==> src/rtl/cu_multicycle_param.sv <==
// ---------------------------------------------------------------------------
// cu_multicycle_param
//   Parametrised multicycle control unit. Fetches instructions over a shared
//   RAM bus, decodes them against an internal register file, drives an
//   external combinational ALU and executes LOAD, STORE, MOV, JMP, BZ, HALT
//   and ALU operations.
//
//   Optional build macro: CU_R0_ZERO_EN
//     defined   -> r[0] always reads 0 and writes to it are discarded
//     undefined -> r[0] is an ordinary register
//
// Ports
//   clk        in   rising-edge clock
//   rst_n      in   asynchronous active-low reset
//   enable     in   1 = advance, 0 = hold every register (including requests)
//   mem_addr   out  RAM address
//   mem_rd     out  read request, held until mem_ready
//   mem_wr     out  write request, held until mem_ready
//   mem_wdata  out  store data
//   mem_rdata  in   read data, sampled when mem_ready=1 during a read
//   mem_ready  in   completes the current request
//   alu_op     out  opcode presented to the ALU
//   alu_a      out  ALU operand A = r[rs1]
//   alu_b      out  ALU operand B = r[rs2]
//   alu_result in   combinational ALU result
//   halted     out  high while in the HALT state
//   pc_out     out  current program counter
//
// Memory handshake: a request (mem_rd or mem_wr, never both) is raised by
// this unit and held with stable mem_addr/mem_wdata until a cycle in which
// mem_ready=1 and enable=1; that edge completes the transfer and the request
// drops on the same edge. mem_ready with no request pending is ignored.
// ---------------------------------------------------------------------------
module cu_multicycle_param #(
  parameter int DATA_W   = 16,
  parameter int ADDR_W   = 8,
  parameter int OP_W     = 4,
  parameter int NUM_REGS = 8,
  parameter int PC_RESET = 0
) (
  input  logic              clk,
  input  logic              rst_n,
  input  logic              enable,
  output logic [ADDR_W-1:0] mem_addr,
  output logic              mem_rd,
  output logic              mem_wr,
  output logic [DATA_W-1:0] mem_wdata,
  input  logic [DATA_W-1:0] mem_rdata,
  input  logic              mem_ready,
  output logic [OP_W-1:0]   alu_op,
  output logic [DATA_W-1:0] alu_a,
  output logic [DATA_W-1:0] alu_b,
  input  logic [DATA_W-1:0] alu_result,
  output logic              halted,
  output logic [ADDR_W-1:0] pc_out
);

  localparam int REG_AW = $clog2(NUM_REGS);

  localparam logic [OP_W-1:0]   OP_LOAD  = OP_W'(0);
  localparam logic [OP_W-1:0]   OP_STORE = OP_W'(1);
  localparam logic [OP_W-1:0]   OP_MOV   = OP_W'(2);
  localparam logic [OP_W-1:0]   OP_JMP   = OP_W'(3);
  localparam logic [OP_W-1:0]   OP_BZ    = OP_W'(4);
  localparam logic [OP_W-1:0]   OP_HALT  = {OP_W{1'b1}};
  localparam logic [ADDR_W-1:0] PC_RST   = ADDR_W'(PC_RESET);

  typedef enum logic [2:0] {
    S_FETCH,
    S_FETCH_WAIT,
    S_DECODE,
    S_EXEC,
    S_MEM_WAIT,
    S_HALT
  } state_t;

  state_t              r_state, w_state_nxt;
  logic [ADDR_W-1:0]   r_pc, w_pc_nxt;
  logic [DATA_W-1:0]   r_ir, w_ir_nxt;
  logic [DATA_W-1:0]   r_rf [NUM_REGS];
  logic [ADDR_W-1:0]   r_mem_addr, w_mem_addr_nxt;
  logic                r_mem_rd, w_mem_rd_nxt;
  logic                r_mem_wr, w_mem_wr_nxt;
  logic [DATA_W-1:0]   r_mem_wdata, w_mem_wdata_nxt;
  logic [OP_W-1:0]     r_alu_op, w_alu_op_nxt;
  logic [DATA_W-1:0]   r_alu_a, w_alu_a_nxt;
  logic [DATA_W-1:0]   r_alu_b, w_alu_b_nxt;
  logic                r_halted, w_halted_nxt;

  logic                w_rf_we, w_rf_we_eff;
  logic [DATA_W-1:0]   w_rf_wdata;

  // Instruction fields; rs1/rs2 overlap the addr field by design.
  logic [OP_W-1:0]     w_op;
  logic [REG_AW-1:0]   w_rd, w_rs1, w_rs2;
  logic [ADDR_W-1:0]   w_addr;
  logic [DATA_W-1:0]   w_rd_val, w_rs1_val, w_rs2_val;
  logic                w_unused_ir;

  assign w_op   = r_ir[OP_W-1:0];
  assign w_rd   = r_ir[OP_W +: REG_AW];
  assign w_rs1  = r_ir[OP_W+REG_AW +: REG_AW];
  assign w_rs2  = r_ir[OP_W+2*REG_AW +: REG_AW];
  assign w_addr = r_ir[OP_W+REG_AW +: ADDR_W];
  // Upper IR bits beyond the widest field are don't-care.
  assign w_unused_ir = ^r_ir;

`ifdef CU_R0_ZERO_EN
  assign w_rd_val    = (w_rd  == '0) ? '0 : r_rf[w_rd];
  assign w_rs1_val   = (w_rs1 == '0) ? '0 : r_rf[w_rs1];
  assign w_rs2_val   = (w_rs2 == '0) ? '0 : r_rf[w_rs2];
  assign w_rf_we_eff = w_rf_we && (w_rd != '0);
`else
  assign w_rd_val    = r_rf[w_rd];
  assign w_rs1_val   = r_rf[w_rs1];
  assign w_rs2_val   = r_rf[w_rs2];
  assign w_rf_we_eff = w_rf_we;
`endif

  always_comb begin
    w_state_nxt     = r_state;
    w_pc_nxt        = r_pc;
    w_ir_nxt        = r_ir;
    w_mem_addr_nxt  = r_mem_addr;
    w_mem_rd_nxt    = r_mem_rd;
    w_mem_wr_nxt    = r_mem_wr;
    w_mem_wdata_nxt = r_mem_wdata;
    w_alu_op_nxt    = r_alu_op;
    w_alu_a_nxt     = r_alu_a;
    w_alu_b_nxt     = r_alu_b;
    w_halted_nxt    = r_halted;
    w_rf_we         = 1'b0;
    w_rf_wdata      = alu_result;

    case (r_state)
      S_FETCH: begin
        w_mem_addr_nxt = r_pc;
        w_mem_rd_nxt   = 1'b1;
        w_pc_nxt       = r_pc + ADDR_W'(1);
        w_state_nxt    = S_FETCH_WAIT;
      end
      S_FETCH_WAIT: begin
        if (mem_ready) begin
          w_ir_nxt     = mem_rdata;
          w_mem_rd_nxt = 1'b0;
          w_state_nxt  = S_DECODE;
        end
      end
      S_DECODE: begin
        case (w_op)
          OP_LOAD: begin
            w_mem_addr_nxt = w_addr;
            w_mem_rd_nxt   = 1'b1;
            w_state_nxt    = S_MEM_WAIT;
          end
          OP_STORE: begin
            w_mem_addr_nxt  = w_addr;
            w_mem_wdata_nxt = w_rd_val;
            w_mem_wr_nxt    = 1'b1;
            w_state_nxt     = S_MEM_WAIT;
          end
          OP_MOV: begin
            w_rf_we     = 1'b1;
            w_rf_wdata  = w_rs1_val;
            w_state_nxt = S_FETCH;
          end
          OP_JMP: begin
            w_pc_nxt    = w_addr;
            w_state_nxt = S_FETCH;
          end
          OP_BZ: begin
            if (w_rd_val == '0) w_pc_nxt = w_addr;
            w_state_nxt = S_FETCH;
          end
          OP_HALT: begin
            w_halted_nxt = 1'b1;
            w_state_nxt  = S_HALT;
          end
          default: begin
            w_alu_op_nxt = w_op;
            w_alu_a_nxt  = w_rs1_val;
            w_alu_b_nxt  = w_rs2_val;
            w_state_nxt  = S_EXEC;
          end
        endcase
      end
      S_EXEC: begin
        w_rf_we     = 1'b1;
        w_rf_wdata  = alu_result;
        w_state_nxt = S_FETCH;
      end
      S_MEM_WAIT: begin
        if (mem_ready) begin
          // Only a LOAD writes back; a STORE just retires.
          if (r_mem_rd) begin
            w_rf_we    = 1'b1;
            w_rf_wdata = mem_rdata;
          end
          w_mem_rd_nxt = 1'b0;
          w_mem_wr_nxt = 1'b0;
          w_state_nxt  = S_FETCH;
        end
      end
      S_HALT: begin
        w_halted_nxt = 1'b1;
      end
      default: begin
        w_state_nxt = S_FETCH;
      end
    endcase
  end

  always_ff @(posedge clk or negedge rst_n) begin
    if (!rst_n) begin
      r_state     <= S_FETCH;
      r_pc        <= PC_RST;
      r_ir        <= '0;
      r_mem_addr  <= '0;
      r_mem_rd    <= 1'b0;
      r_mem_wr    <= 1'b0;
      r_mem_wdata <= '0;
      r_alu_op    <= '0;
      r_alu_a     <= '0;
      r_alu_b     <= '0;
      r_halted    <= 1'b0;
      for (int i = 0; i < NUM_REGS; i++) r_rf[i] <= '0;
    end else if (enable) begin
      r_state     <= w_state_nxt;
      r_pc        <= w_pc_nxt;
      r_ir        <= w_ir_nxt;
      r_mem_addr  <= w_mem_addr_nxt;
      r_mem_rd    <= w_mem_rd_nxt;
      r_mem_wr    <= w_mem_wr_nxt;
      r_mem_wdata <= w_mem_wdata_nxt;
      r_alu_op    <= w_alu_op_nxt;
      r_alu_a     <= w_alu_a_nxt;
      r_alu_b     <= w_alu_b_nxt;
      r_halted    <= w_halted_nxt;
      if (w_rf_we_eff) r_rf[w_rd] <= w_rf_wdata;
    end
  end

  assign mem_addr  = r_mem_addr;
  assign mem_rd    = r_mem_rd;
  assign mem_wr    = r_mem_wr;
  assign mem_wdata = r_mem_wdata;
  assign alu_op    = r_alu_op;
  assign alu_a     = r_alu_a;
  assign alu_b     = r_alu_b;
  assign halted    = r_halted;
  assign pc_out    = r_pc;

endmodule
==> config.mk <==
export PLATFORM = sky130hd
export DESIGN_NAME = cu_multicycle_param
export DESIGN_NICKNAME = d
export VERILOG_FILES = /design/src/rtl/cu_multicycle_param.sv
export SDC_FILE = /design/constraint.sdc
export NUM_CORES = 1
export LEC_CHECK = 0
export BUFFER_PORTS_ARGS = -buffer_cell sky130_fd_sc_hd__buf_2
export CAP_MARGIN = 40
export CORE_AREA = 2 2 155 142
export DETAILED_ROUTE_END_ITERATION = 8
export DIE_AREA = 0 0 157 144
export GPL_ROUTABILITY_DRIVEN = 0
export PLACE_DENSITY = 0.77
export SLEW_MARGIN = 40
export SYNTH_ARGS = -nofsm -noshare
export SYNTH_HDL_FRONTEND = slang
export SYNTH_SLANG_ARGS = --single-unit
==> constraint.sdc <==
create_clock -name clk -period 6.6 [get_ports clk]
set_input_delay 0.33 -clock clk [delete_from_list [all_inputs] [get_ports clk]]
set_output_delay 0.33 -clock clk [all_outputs]
set_load 0.03 [all_outputs]
# After elaboration in Yosys (flattened, before gate mapping)
# Cells that the tools add are included.
# op_classes
bitwise_logic,5
n_eq_ne,19
reduce_logical,22
muxes,36
n_lt_le_gt_ge,4
n_addsub,1
# ops
operator,n
$mux W16,10
$bmux W16 S3,3
$bwmux W128,1
$demux W16 S3,1
$pmux W8 S2,3
$pmux W16 S2,1
$logic_not A16 Y1,1
$mux W8,2
$reduce_and A4 Y1,4
$pmux W3 S5,1
$reduce_and A3 Y1,5
$ge A4 B4 Y1 const B,3
$not A3 Y4,3
$pmux W3 S3,1
$add A8 B1 Y8 const B,1
$eq A4 B2 Y1 const B,2
$ne A2 B1 Y1 const B,4
$mux W1,7
$eq A3 B2 Y1 const B,2
$eq A3 B3 Y1 const B,2
$mux W3,2
$ne A2 B2 Y1 const B,3
$pmux W1 S3,2
$reduce_bool A2 Y1,3
17 further kinds,20
# word_totals
output_inout_bits,71
regBits,217
in_bits,36
word_cells,106

# Logic depth before layout (Yosys ltp)
# Gate-level depths: netlist (run 1).
# logic_depth
word_depth,8
ltp_mapped,12
ltp_nobuf,7

# Worst setup path before layout (run 1)
# OpenSTA, ideal clock, no wires.
# synth_path
path_type,register to register
startpoint,reg r_ir[5]
endpoint,reg r_pc[4] (netlist: pc_out[4])
required_ns,6.471
path_slack_ns,3.617
stages_incl_launch_ff,10
arrival_time_ns,2.854
cell_sequence,dfrtp_1 -> buf_6 -> mux4_1 -> mux2_2 -> or3_1 -> or4_4 -> o31ai_4 -> buf_6 -> mux2i_1 -> o21ai_0
# synth_between
elab_chain_len,7
# synth_rtl
item,line,text
"start, declared",79,"logic [DATA_W-1:0] r_ir, w_ir_nxt;"
"start signal, assigned",230,r_ir <= w_ir_nxt;
$not A3 Y4 (implied by the code),114,assign w_rd_val = r_rf[w_rd];
$bmux W16 S3,114,
$mux W16 (implied by the code) (2 in series),114,
$logic_not A16 Y1,172,if (w_rd_val == '0) w_pc_nxt = w_addr;
$ne A3 B3 Y1 (no line),-,
$reduce_and A4 Y1 (no line),-,
"end signal, assigned",229,r_pc <= w_pc_nxt;
"end, declared",78,"logic [ADDR_W-1:0] r_pc, w_pc_nxt;"
# No other way between the ends. The select of a mux whose other input is x is not followed.
# A chain may end at the register's enable or synchronous reset.

# Final worst setup path (run 1)
# layout_path
startpoint,reg r_ir[5]
endpoint,reg r_pc[0] (netlist: pc_out[0])
# Same word-level chain as after synthesis.

==> results.tsv, run 1 <==
metric	value	unit
DRC	0	
Async SR Flop Fraction	1.00	
Top Ports	107	
worst clock skew	0.0155	ns
Reg-to-Reg Start	r_ir[5]	
total track usage	0.287	
share of layout cells above drive strength 1	0.274	
CP Capture Point	pc_out[0]	
leading cell type by number of instances after synthesis	dfrtp_1	
Hold Fails Final Rpt	0	
Layout fillers	1618	
GRT overflow	0	
number of global-route vias before repair	8772	
Starting Density	0.535	
worst skew pair latency	0.52	ns
Rel. slew slack	0.499	
Startpoint Class	flip-flop	
flops & latches, synth	217	
top_reg_cell synth	dfrtp_1	
DRT antenna net count	0	
fin worst setup slack	2.83	ns
Layout Utilization	0.618	
IO buf count	106	
via-per-instance ratio	6.39	
# Post-CTS Setup Buffers	0	
DR pass1 iterations	5	
hpwl dp	20.9	mm
Num CTS Buffers	22	
Reg area	5430	um2
Chip Height	144	um
Worst Hold Class	in2reg	
EDFF count, synth	0	
LEAKAGE	5.80	nW
drt total wl	31.9	mm
data required time at the worst endpoint	6.96	ns
Synth warnings	0	
Pwr Density	564	nW/um2
synth top area cells	dfrtp_1, mux4_2, mux2i_1	
Avg WL per Cell	22.6	um
R2R depth	8	
Yosys top cell by area	dfrtp_1	
CTS Root Cell	clkbuf_16	
post-synth cell types	49	
cts hold-fix bufs	1	
RSZ-0062 raised after global routing	false	
Netlist Area Pre-Place	11300	um2
post-CTS sizing	0	
DP Worst Slack	2.83	ns
Max Cap Viol	0	
CORE AREA	21100	um2
clock sink count	217	
Worst-Margin Slew	0.750	ns
worst vdd ir	0.000215	V
Mapped Nets	1062	
Worst setup EP type	flip-flop	
crit path max fanout	15	
initial antenna violation count	0	
Max Freq	265	MHz
Synth Instances	1025	
Crit. Startpoint	r_ir[5]	
multi-input logic area	5580	um2
CTS H-tree depth	1	
Final Max Slew Viols	0	
Crit Reg-Reg Endpoint	pc_out[0]	
via count	9047	
full die area	22600	um2
# rows	51	
Setup TNS Final	0	ns
initial DRC count	1230	
pin count of the biggest net entering global routing	112	
Crit path arrival time	4.14	ns
Yosys top cell area share	0.480	
Die Span X	157	um
Post-synth top cells	dfrtp_1, nand2_1, o21ai_0	
first-pass GRT wire length	49.5	mm
Seq/Total Area, Yosys	0.480	
Layout Area Growth over Synthesis	15.4	%
status	finished clean	
nets@finish	1146	
endpoints failing setup	0	
fin crit share	0.572	
ant diodes	0	
worst reg2reg setup slack	2.83	ns
CTS tree	done	
worst setup path category	reg2reg	
Mean Syn Cell Area	11.0	um2
crit path time final	3.77	ns
CTS clk-pin slew, worst paths	0.07	ns
CTS Buffer Depth	3	
-- metrics by stage --
stage / cell area [um2] / hold slack (ns) / instances / power, mW
floorplan: 11300 / 0.0344 / 1025 / 4.89
CTS: 13000 / 0.0724 / 1411 / 7.30
global placement: 12100 / 0.437 / 1362 / 5.75
global route: 13100 / 0.0766 / 1416 / 7.74
finish: 13100 / 0.0805 / 1416 / 7.36
detailed placement: 12100 / 0.334 / 1370 / 5.87
-- layer usage --
metal / global-route usage / vias to the layer above / part of all wire / wire length (um)
met5: 0 / - / 0 / 0
met4: 0.100 / 0 / 0.031 / 994
met3: 0.0731 / 93 / 0.11 / 3510
met2: 0.445 / 558 / 0.46 / 14500
met1: 0.398 / 4467 / 0.40 / 12900
li1: - / 3929 / - / -
-- report_power, final --
part | total (mW) | switching (mW) | internal, mW
registers | 2.51 | 0.606 | 1.90
clock network | 1.42 | 0.542 | 0.878
logic | 3.43 | 1.89 | 1.54
-- layout by cell type, fill, tap and decap left out, types with 5 or more instances in the layout --
cell and n:
buf_2 107, mux2_2 31, mux4_2 81, nor2b_1 5, o22ai_1 11, nand2_1 140, nor2_1 98, nor3_1 5
nand3_1 11, o21ai_0 121, a21oi_1 77, a21o_1 9, a221oi_1 12, nand2b_1 5, dfrtp_1 214, bufinv_16 5
clkbuf_16 24, mux2i_1 61, buf_4 23
-- flip-flops by register name, indices dropped and copies added (netlist names) --
register	flops
r_state	3
mem_wdata	16
pc_out	8
mem_wr	1
r_rf	128
alu_b	16
mem_rd	1
mem_addr	8
alu_a	16
r_ir	15
alu_op	4
halted	1
-- worst min path at each step --
stage | start | to | cells past startpoint
3_3_place_gp | halted | halted | 1
3_5_place_dp | rst_n | r_ir[3] | 1
4_1_cts | mem_rdata[11] | r_ir[11] | 2
5_1_grt | mem_rdata[11] | r_ir[11] | 2
6_report | mem_rdata[11] | r_ir[11] | 2
2_1_floorplan | rst_n | alu_a[0] | 0
-- cells by family after synthesis --
| kind of cell | after synthesis | share of synthesized area |
|---|---|---|
| AO/OA/AOI/OAI | 254 | 0.127 |
| flip-flops | 217 | 0.480 |
| AND/OR/NAND/NOR | 290 | 0.107 |
| buffers and inverters | 86 | 0.0303 |
| multiplexers | 176 | 0.253 |
| XOR/XNOR | 1 | 0.000775 |
| adder cells (fa/ha/maj) | 1 | 0.00111 |
-- critical path: stages (launching register included) --
cell,delay [ns]
dfrtp_1,0.75
buf_4,0.38
mux4_1,0.59
mux2i_1,0.19
o21ai_0,0.14
or4_4,0.57
o31ai_4,0.67
mux2i_1,0.26
a21oi_1,0.05
-- area by class of cell --
class / count / share of cell area
clock buffer: 28 / 0.0486
clock inverter: 12 / 0.0150
inverter: 3 / 0.000863
multi-input combinational: 722 / 0.428
sequential: 217 / 0.416
tap: 291 / 0.0279
timing repair buffer: 143 / 0.0635
No activity file was read; power rests on OpenSTA's default activity.
==> inputs of run 2 (changes only) <==
Settings changed: ABC_AREA set to 1, CORE_AREA 2 2 155 142 to 2 2 164 150, DIE_AREA 0 0 157 144 to 0 0 166 152, PLACE_DENSITY 0.77 to 0.76.
Clock period 6.6 ns to 3.71 ns, I/O delays scaled along.
==> results.tsv, run 2 <==
metric	value	unit
DRC	0	
leading cell type by number of instances after synthesis	nand2_1	
LEAKAGE	6.96	nW
Avg WL per Cell	19.5	um
Startpoint Class	flip-flop	
# Post-CTS Setup Buffers	0	
full die area	25200	um2
Async SR Flop Fraction	1.00	
Compound-Gate Fraction of Synth Area	0.208	
Crit path arrival time	3.11	ns
Switching Fraction	0.508	
Die Span X	166	um
Mean Syn Cell Area	7.31	um2
main combinational cell family by area after synthesis	simple AND/OR/NAND/NOR gates	
CORE AREA	23700	um2
GRT overflow	0	
worst clock skew	0.0195	ns
Worst setup EP type	flip-flop	
post-CTS sizing	0	
endpoints failing setup	0	
status	finished clean	
share of layout cells above drive strength 1	0.141	
Layout Area Growth over Synthesis	11.8	%
Seq pwr share	0.304	
fin crit share	0.718	
Worst-Margin Slew	0.842	ns
mux contribution to synthesized area	0.0169	
Comb pwr share	0.540	
IO buf count	106	
CTS Buffer Depth	3	
hpwl dp	26.3	mm
Yosys top cell by area	dfrtp_1	
post-synth cell types	41	
clock sink count	217	
DR pass1 iterations	6	
Rel. slew slack	0.438	
synth top area cells	dfrtp_1, nand2_1, o21ai_0	
CTS clk-pin slew, worst paths	0.06	ns
Non-Filler Instances	2122	
Hold Fails Final Rpt	0	
Max Cap Viol	0	
data required time at the worst endpoint	4.15	ns
Num CTS Buffers	23	
Seq/Total Area, Yosys	0.428	
Reg with most FFs	r_rf	
post-synthesis adder-cell area fraction	0.000987	
Max Freq	375	MHz
top_reg_cell synth	dfrtp_1	
Synth warnings	0	
max FFs per register	128	
DRT antenna net count	0	
worst vdd ir	0.000545	V
drt total wl	41.3	mm
Yosys top cell area share	0.428	
initial DRC count	1797	
XOR/XNOR Fraction of Synth Area	0.000691	
CTS H-tree depth	1	
EDFF count, synth	0	
initial antenna violation count	1	
number of global-route vias before repair	11600	
crit path time final	2.66	ns
placed cell count	2069	
Int Power	6.88	mW
flops & latches, synth	217	
Final Instance Area	14200	um2
most frequent cells in the layout	nand2_1, o21ai_0, dfrtp_1, inv_1, buf_2	
via-per-instance ratio	5.93	
Post-Synth Simple-Gate Area	0.251	
Synth Instances	1735	
# rows	54	
first-pass GRT wire length	65.3	mm
CTS Root Cell	clkbuf_16	
Post-synth top cells	nand2_1, o21ai_0, dfrtp_1	
Top Ports	107	
Final Max Slew Viols	0	
CTS tree	done	
nets@finish	1836	
hold_ws	0.0131	ns
via count	12600	
worst setup path category	reg2reg	
RSZ-0062 raised after global routing	false	
Chip Height	152	um
sw power	7.10	mW
pin count of the biggest net entering global routing	131	
worst skew pair latency	0.53	ns
most common cell after layout, fill and taps aside	nand2_1	
Cell Area, Placed	13400	um2
Layout Utilization	0.598	
ant diodes	0	
worst reg2reg setup slack	1.05	ns
Starting Density	0.535	
total track usage	0.325	
Setup TNS Final	0	ns
crit path max fanout	22	
Pwr Density	985	nW/um2
Netlist Area Pre-Place	12700	um2
Mapped Nets	1772	
clock share of power	0.156	
Worst Hold Class	in2reg	
[run 2: cell count changes after synthesis, sizes merged, moves of 41 or more]
cell and change:
mux2i -61, o211ai +44, nand3 +73, o21ai +155
inv +169, nand2 +436, mux4 -84, buf +41
[run 2: worst max-delay path, stage by stage (launching register included)]
cell	delay, ns
dfrtp_1	0.50
nor2_4	0.16
inv_2	0.06
nor2_4	0.13
nand3_4	0.08
buf_4	0.23
nand2_1	0.10
nand2_1	0.12
nor2_1	0.15
inv_2	0.12
nor2_4	0.32
buf_4	0.41
nand2_1	0.09
o21ai_0	0.11
[run 2: final timing paths]
check                             start           end  depth (start not counted)
setup / recovery             r_state[1]     r_rf[103]                         13
hold / removal             mem_rdata[0]       r_ir[0]                          3
setup reg to reg             r_state[1]     r_rf[103]                         13
hold reg to reg                  halted        halted                          1
max in group asynchronous         rst_n      r_rf[37]                          3
min in group asynchronous         rst_n  mem_wdata[3]                          2
[run 2: final cells by class]
cell class	instances	area, um2
Tap cell	308	385
Inverter	173	652
Sequential cell	217	5440
Timing Repair Buffer	147	963
Fill cell	2095	9530
Clock inverter	7	35.0
Clock buffer	33	653
Multi-Input combinational cell	1237	6060
[run 2: what timing repair did]
item,4_1_cts,5_1_grt
hold buffers,13,0
hold endpoints to repair,229,0
endpoints found under the setup margin,0,0
[run 2: through the flow]
step | setup WS, ns | power, mW
finish | 1.05 | 14.0
global route | 0.828 | 14.9
CTS | 1.06 | 13.8
detailed placement | 1.09 | 11.6
global placement | 1.18 | 11.4
floorplan | 1.86 | 9.33
[run 2: metal layers]
layer,vias up,track usage,share of wire
met3,121,0.0612,0.11
met5,-,0,0
li1,5813,-,-
met2,748,0.489,0.44
met4,0,0.134,0.045
met1,5892,0.464,0.41
[run 2: power by group through the flow]
stage	Clock (mW)	Sequential [mW]	Combinational, mW
finish	2.17	4.25	7.55
CTS	2.18	4.22	7.37
global route	2.29	4.37	8.23
detailed placement	0	4.25	7.32
floorplan	0	4.73	4.59
global placement	0	4.21	7.18
[run 2: cells by family after synthesis]
logic type | after synthesis
and+or+nand+nor | 756
adders and majority gates | 1
DFF | 217
AOI/OAI and AO/OA | 460
xor gates and xnor gates | 1
buffers and inverters | 281
muxes | 19
